`config.mk`:
```
export PLATFORM = sky130hd
export DESIGN_NAME = pc_debug_ctrl
export DESIGN_NICKNAME = d
export VERILOG_FILES = /design/src/rtl/pc_debug_ctrl.sv
export SDC_FILE = /design/constraint.sdc
export NUM_CORES = 1
export LEC_CHECK = 0
export ABC_AREA = 1
export CORE_UTILIZATION = 45
export CTS_BUF_LIST = sky130_fd_sc_hd__clkbuf_8
export CTS_CLUSTER_DIAMETER = 80
export DETAILED_ROUTE_END_ITERATION = 10
export PLACE_DENSITY_LB_ADDON = 0.08
export SYNTH_ARGS = -nofsm -noshare
export SYNTH_HDL_FRONTEND = slang
export SYNTH_SLANG_ARGS = --single-unit
```
`constraint.sdc`:
```
create_clock -name clk -period 2.1 [get_ports clk]
set_input_delay 0.315 -clock clk [delete_from_list [all_inputs] [get_ports clk]]
set_output_delay 0.315 -clock clk [all_outputs]
set_load 0.01 [all_outputs]
```
`src/rtl/pc_debug_ctrl.sv`:
```
// pc_debug_ctrl: debug controller for a fetch pipeline. It provides four PC
// breakpoint slots, HALT/RUN commands and an optional single-step mode.
// Single-step is compiled in only when PC_DBG_STEP_EN is defined. Without it
// there is no STEP state, STEP is treated as a NOP and cmd_ready is tied high.
module pc_debug_ctrl (
  input  logic        clk,
  input  logic        rst,
  input  logic        cmd_valid,
  input  logic [2:0]  cmd_op,
  input  logic [1:0]  cmd_idx,
  input  logic [31:0] cmd_addr,
  output logic        cmd_ready,
  input  logic [31:0] pc_i,
  input  logic        pc_valid_i,
  output logic        stall_req,
  output logic        halted,
  output logic        hit_valid,
  output logic [1:0]  hit_idx,
  output logic [15:0] hit_cnt
);

  localparam logic [2:0] OP_HALT   = 3'd1;
  localparam logic [2:0] OP_RUN    = 3'd2;
`ifdef PC_DBG_STEP_EN
  localparam logic [2:0] OP_STEP   = 3'd3;
`endif
  localparam logic [2:0] OP_SET_BP = 3'd4;
  localparam logic [2:0] OP_CLR_BP = 3'd5;

  typedef enum logic [1:0] {
    ST_RUN  = 2'd0,
    ST_HALT = 2'd1
`ifdef PC_DBG_STEP_EN
    ,
    ST_STEP = 2'd2
`endif
  } state_t;

  state_t      state_reg, state_next;
  logic        stall_reg, stall_next;
  logic        halted_reg, halted_next;
  logic        hit_valid_reg, hit_valid_next;
  logic [1:0]  hit_idx_reg, hit_idx_next;
  logic [15:0] hit_cnt_reg, hit_cnt_next;
  logic        skip_reg, skip_next;

  // Breakpoint slots store word addresses only.
  logic [29:0] bp_addr_reg [4];
  logic [3:0]  bp_en_reg;

  logic [3:0]  match;
  logic [1:0]  match_idx;
  logic        cmd_acc;
  logic        unused_bits;

  // Byte offsets never take part in matching.
  assign unused_bits = ^{cmd_addr[1:0], pc_i[1:0]};

`ifdef PC_DBG_STEP_EN
  assign cmd_ready = (state_reg != ST_STEP);
`else
  assign cmd_ready = 1'b1;
`endif

  assign cmd_acc = cmd_valid && cmd_ready;

  // Compare each slot against the current fetch word address.
  generate
    for (genvar gi = 0; gi < 4; gi++) begin : g_match
      assign match[gi] = bp_en_reg[gi] && (bp_addr_reg[gi] == pc_i[31:2]);
    end
  endgenerate

  // Select the lowest-numbered matching slot.
  always_comb begin
    match_idx = 2'd0;
    for (int i = 3; i >= 0; i--) begin
      if (match[i]) match_idx = i[1:0];
    end
  end

  // Next-state and registered-output logic. A breakpoint hit takes priority
  // over a HALT command that arrives in the same cycle.
  always_comb begin
    state_next     = state_reg;
    stall_next     = stall_reg;
    halted_next    = halted_reg;
    hit_valid_next = hit_valid_reg;
    hit_idx_next   = hit_idx_reg;
    hit_cnt_next   = hit_cnt_reg;
    skip_next      = skip_reg;
    case (state_reg)
      ST_RUN: begin
        // The first fetch after a resume consumes the skip flag, so the
        // address we halted on does not immediately halt again.
        if (pc_valid_i) skip_next = 1'b0;
        if (pc_valid_i && !skip_reg && (|match)) begin
          state_next     = ST_HALT;
          stall_next     = 1'b1;
          halted_next    = 1'b1;
          hit_valid_next = 1'b1;
          hit_idx_next   = match_idx;
          if (hit_cnt_reg != 16'hFFFF) hit_cnt_next = hit_cnt_reg + 16'd1;
        end else if (cmd_acc && cmd_op == OP_HALT) begin
          state_next     = ST_HALT;
          stall_next     = 1'b1;
          halted_next    = 1'b1;
          hit_valid_next = 1'b0;
        end
      end
      ST_HALT: begin
        if (cmd_acc && cmd_op == OP_RUN) begin
          state_next     = ST_RUN;
          stall_next     = 1'b0;
          halted_next    = 1'b0;
          hit_valid_next = 1'b0;
          skip_next      = 1'b1;
        end
`ifdef PC_DBG_STEP_EN
        else if (cmd_acc && cmd_op == OP_STEP) begin
          state_next     = ST_STEP;
          stall_next     = 1'b0;
          halted_next    = 1'b0;
          hit_valid_next = 1'b0;
        end
`endif
      end
`ifdef PC_DBG_STEP_EN
      ST_STEP: begin
        // Let exactly one instruction issue, then freeze again.
        if (pc_valid_i) begin
          state_next     = ST_HALT;
          stall_next     = 1'b1;
          halted_next    = 1'b1;
          hit_valid_next = 1'b0;
        end
      end
`endif
      default: begin
        state_next = ST_RUN;
      end
    endcase
  end

  // State and status registers.
  always_ff @(posedge clk or negedge rst) begin
    if (!rst) begin
      state_reg     <= ST_RUN;
      stall_reg     <= 1'b0;
      halted_reg    <= 1'b0;
      hit_valid_reg <= 1'b0;
      hit_idx_reg   <= 2'd0;
      hit_cnt_reg   <= 16'd0;
      skip_reg      <= 1'b0;
    end else begin
      state_reg     <= state_next;
      stall_reg     <= stall_next;
      halted_reg    <= halted_next;
      hit_valid_reg <= hit_valid_next;
      hit_idx_reg   <= hit_idx_next;
      hit_cnt_reg   <= hit_cnt_next;
      skip_reg      <= skip_next;
    end
  end

  // Breakpoint slot writes. New values take effect from the next cycle.
  always_ff @(posedge clk or negedge rst) begin
    if (!rst) begin
      for (int i = 0; i < 4; i++) bp_addr_reg[i] <= 30'd0;
      bp_en_reg <= 4'd0;
    end else if (cmd_acc && cmd_op == OP_SET_BP) begin
      bp_addr_reg[cmd_idx] <= cmd_addr[31:2];
      bp_en_reg[cmd_idx]   <= 1'b1;
    end else if (cmd_acc && cmd_op == OP_CLR_BP) begin
      bp_en_reg[cmd_idx]   <= 1'b0;
    end
  end

  assign stall_req = stall_reg;
  assign halted    = halted_reg;
  assign hit_valid = hit_valid_reg;
  assign hit_idx   = hit_idx_reg;
  assign hit_cnt   = hit_cnt_reg;

endmodule

```
==> results.toml <==
[finish]
diodes = 0
drive_gt1_frac = 0.122
design.final.nets = 1510
multi_input_comb_area_sq_um = 4350
syn2layout_area_growth_pct = 26.2
final-seq-area_sq_um = 3630
nFillCells = 1821
largest_reg_flops = 120
fin_util = 0.589

[worst_setup_path]
critical_path.max_fanout = 4
r2r_setup_slack_ns = 0.11
crit_path_start_kind = "input port"
critPathCaptureType = "flip-flop"
crit_arrival_ns = 2.38
crit_required_ns = 2.45
setup.worst_path.class = "input port to flip-flop"

[place]
gp_congestion = 1.02
port_buffers = 89
dp_hpwl_mm = 21.3

[logic_synthesis]
synthArstFlopShare = 1.00
synth_ff_type = "dfrtp_1"
synth-edff-count = 0
yosysTopAreaCellShare = 0.410
synth_largest_area_cell = "dfrtp_1"
syn_avg_cell_area_sq_um = 6.92
synth_nets = 1352
synthTopCellsByArea = "dfrtp_1, nand2_1, o21ai_0"
synth_commonest_cells = "nand2_1, inv_1, dfrtp_1"
synth_cells = 1278
synth.distinct_cells = 33
yosysMostFrequentCell = "nand2_1"
syn_area_sq_um = 8850
ys_warn_count = 0
synth_seq_area_share = 0.410
ys_ff_latch = 145

[sta]
fin_hold_ws_ns = 0.285
finClkSkew_ns = 0.0119
max_freq_ghz = 0.493
finalCriticalPeriod_ns = 2.03
period_share = 0.965
finalHoldViolCount = 0
setup_violations = 0
drv_slew = 0

[global_routing]
busiest_layer = "met2"
grt_pass1_vias = 8069
overflow = 0
grt_max_degree = 62
grt_use_total = 0.287
grt_use_met3 = 0.0515
use_met2 = 0.446
antenna_found_initial = 0
globalRouteMet1Util = 0.398
grt_pass1_wl_mm = 43.6

[job]
max_cap_violations = 0

[power]
ir_drop_mv = 0.442
switching_power_mw = 2.91
clkPwrFrac = 0.284
p_seq_frac = 0.434
p_comb_frac = 0.283
power_density_nw_per_um2 = 770
switching_share = 0.339
p_leak_nw = 5.50
p_int_mw = 5.68

[floorplanning]
placementRows = 50
dieWidth_microns = 142
die-area_sq_um = 20200
num_io_pins = 95
core_sq_um = 19000
die_y_microns = 142
start_util = 0.467

[route]
route.detailed.drc = 0
first_iter_violations = 736
drt_first_pass_iters = 6
num_vias = 8530
wl_per_cell_microns = 16.0
drt-total-wl_mm = 27.3
via_per_inst = 4.99
ant_nets = 0

[clock_tree]
cts_tree = "done"
cts_root_buf = "clkbuf_8"
numCtsBuffers = 17
path_clk_slew_ns = 0.08
clockBufferDepth = 2
cts_sinks = 145
h-tree-depth = 4
insertion_delay_ns = 0.46

[run_status]
status = "completed"

[hold_path]
hp-class = "input port to async pin"
==> final timing paths <==
kind | from | end | cells past startpoint
setup / recovery | pc_i[5] | hit_cnt[15] | 14
hold / removal | rst | bp_addr_reg[14] | 2
setup reg to reg | bp_addr_reg[2] | hit_cnt[15] | 14
hold reg to reg | bp_addr_reg[95] | bp_addr_reg[95] | 2
max in group asynchronous | rst | bp_addr_reg[115] | 3
min in group clk | cmd_addr[14] | bp_addr_reg[102] | 3
==> cell type report <==
class,instances,area share
clock buffers,22,0.0271
clock inverters,10,0.0119
inverters,176,0.0592
multi-input cells,908,0.390
flip-flops and latches,145,0.325
well taps,260,0.0291
repair buffers,188,0.158
==> per-layer routing <==
metal  up-vias  share of wire
met4         0          0.033
met3        59          0.062
met2       277           0.44
met1      3925           0.47
met5         -              0
li1       4269              -
==> cells by family after synthesis <==
kind of cell / count (synthesis) / share of synthesized area
buffers and inverters: 225 / 0.106
XOR/XNOR: 72 / 0.0738
other: 1 / 0.000424
AO/OA/AOI/OAI: 148 / 0.0861
flip-flops: 145 / 0.410
AND/OR/NAND/NOR: 686 / 0.322
adder cells (fa/ha/maj): 1 / 0.00141
==> worst max-delay path, cell delays in order <==
cell and delay, ns:
clkdlybuf4s50_1 0.58, buf_4 0.18, xnor2_1 0.11, nand2_1 0.06, nor2_1 0.17, nand2_1 0.08, nor2_1 0.24, nand3_1 0.12
nand2_1 0.14, inv_1 0.05, nand2_1 0.07, nand4_1 0.12, nand2_1 0.10, nand2_1 0.05
==> power by group through the flow <==
stage / registers [mW] / logic [mW] / clock network (mW)
after global placement: 3.76 / 2.33 / 0
after global routing: 3.79 / 2.71 / 2.58
final: 3.72 / 2.43 / 2.44
after detailed placement: 3.76 / 2.37 / 0
after floorplan: 3.63 / 1.42 / 0
after CTS: 3.72 / 2.39 / 2.47
==> metrics by stage <==
| step | area, sq um | setup WS [ns] | TNS (ns) | power [mW] | cells |
|---|---|---|---|---|---|
| finish | 11200 | 0.0726 | 0 | 8.59 | 1709 |
| global route | 11200 | -0.00121 | -0.00121 | 9.08 | 1709 |
| CTS | 11100 | 0.000269 | 0 | 8.58 | 1708 |
| detailed placement | 10600 | -0.591 | -9.54 | 6.13 | 1675 |
| global placement | 10600 | -0.565 | -9.08 | 6.09 | 1675 |
| floorplan | 8850 | 0.339 | 0 | 5.05 | 1278 |
==> cells in the final DEF, fill, tap and decap left out, types with 20 or more instances in the layout <==
cell / count
o21ai_0: 130
xnor2_1: 53
nand3_1: 38
clkdlybuf4s50_1: 76
and2_1: 20
clkbuf_8: 22
dfrtp_1: 145
inv_1: 159
buf_4: 90
nor2_1: 94
nand4_1: 43
nand2_1: 451
==> what timing repair did <==
action                                  CTS  global route
setup buffers                             0             1
hold endpoints to repair                 19             0
resized for setup                         4            22
pin swaps                                 1             1
hold buffers                              1             0
endpoints found under the setup margin   13            17
No activity file was read; power rests on OpenSTA's default activity.
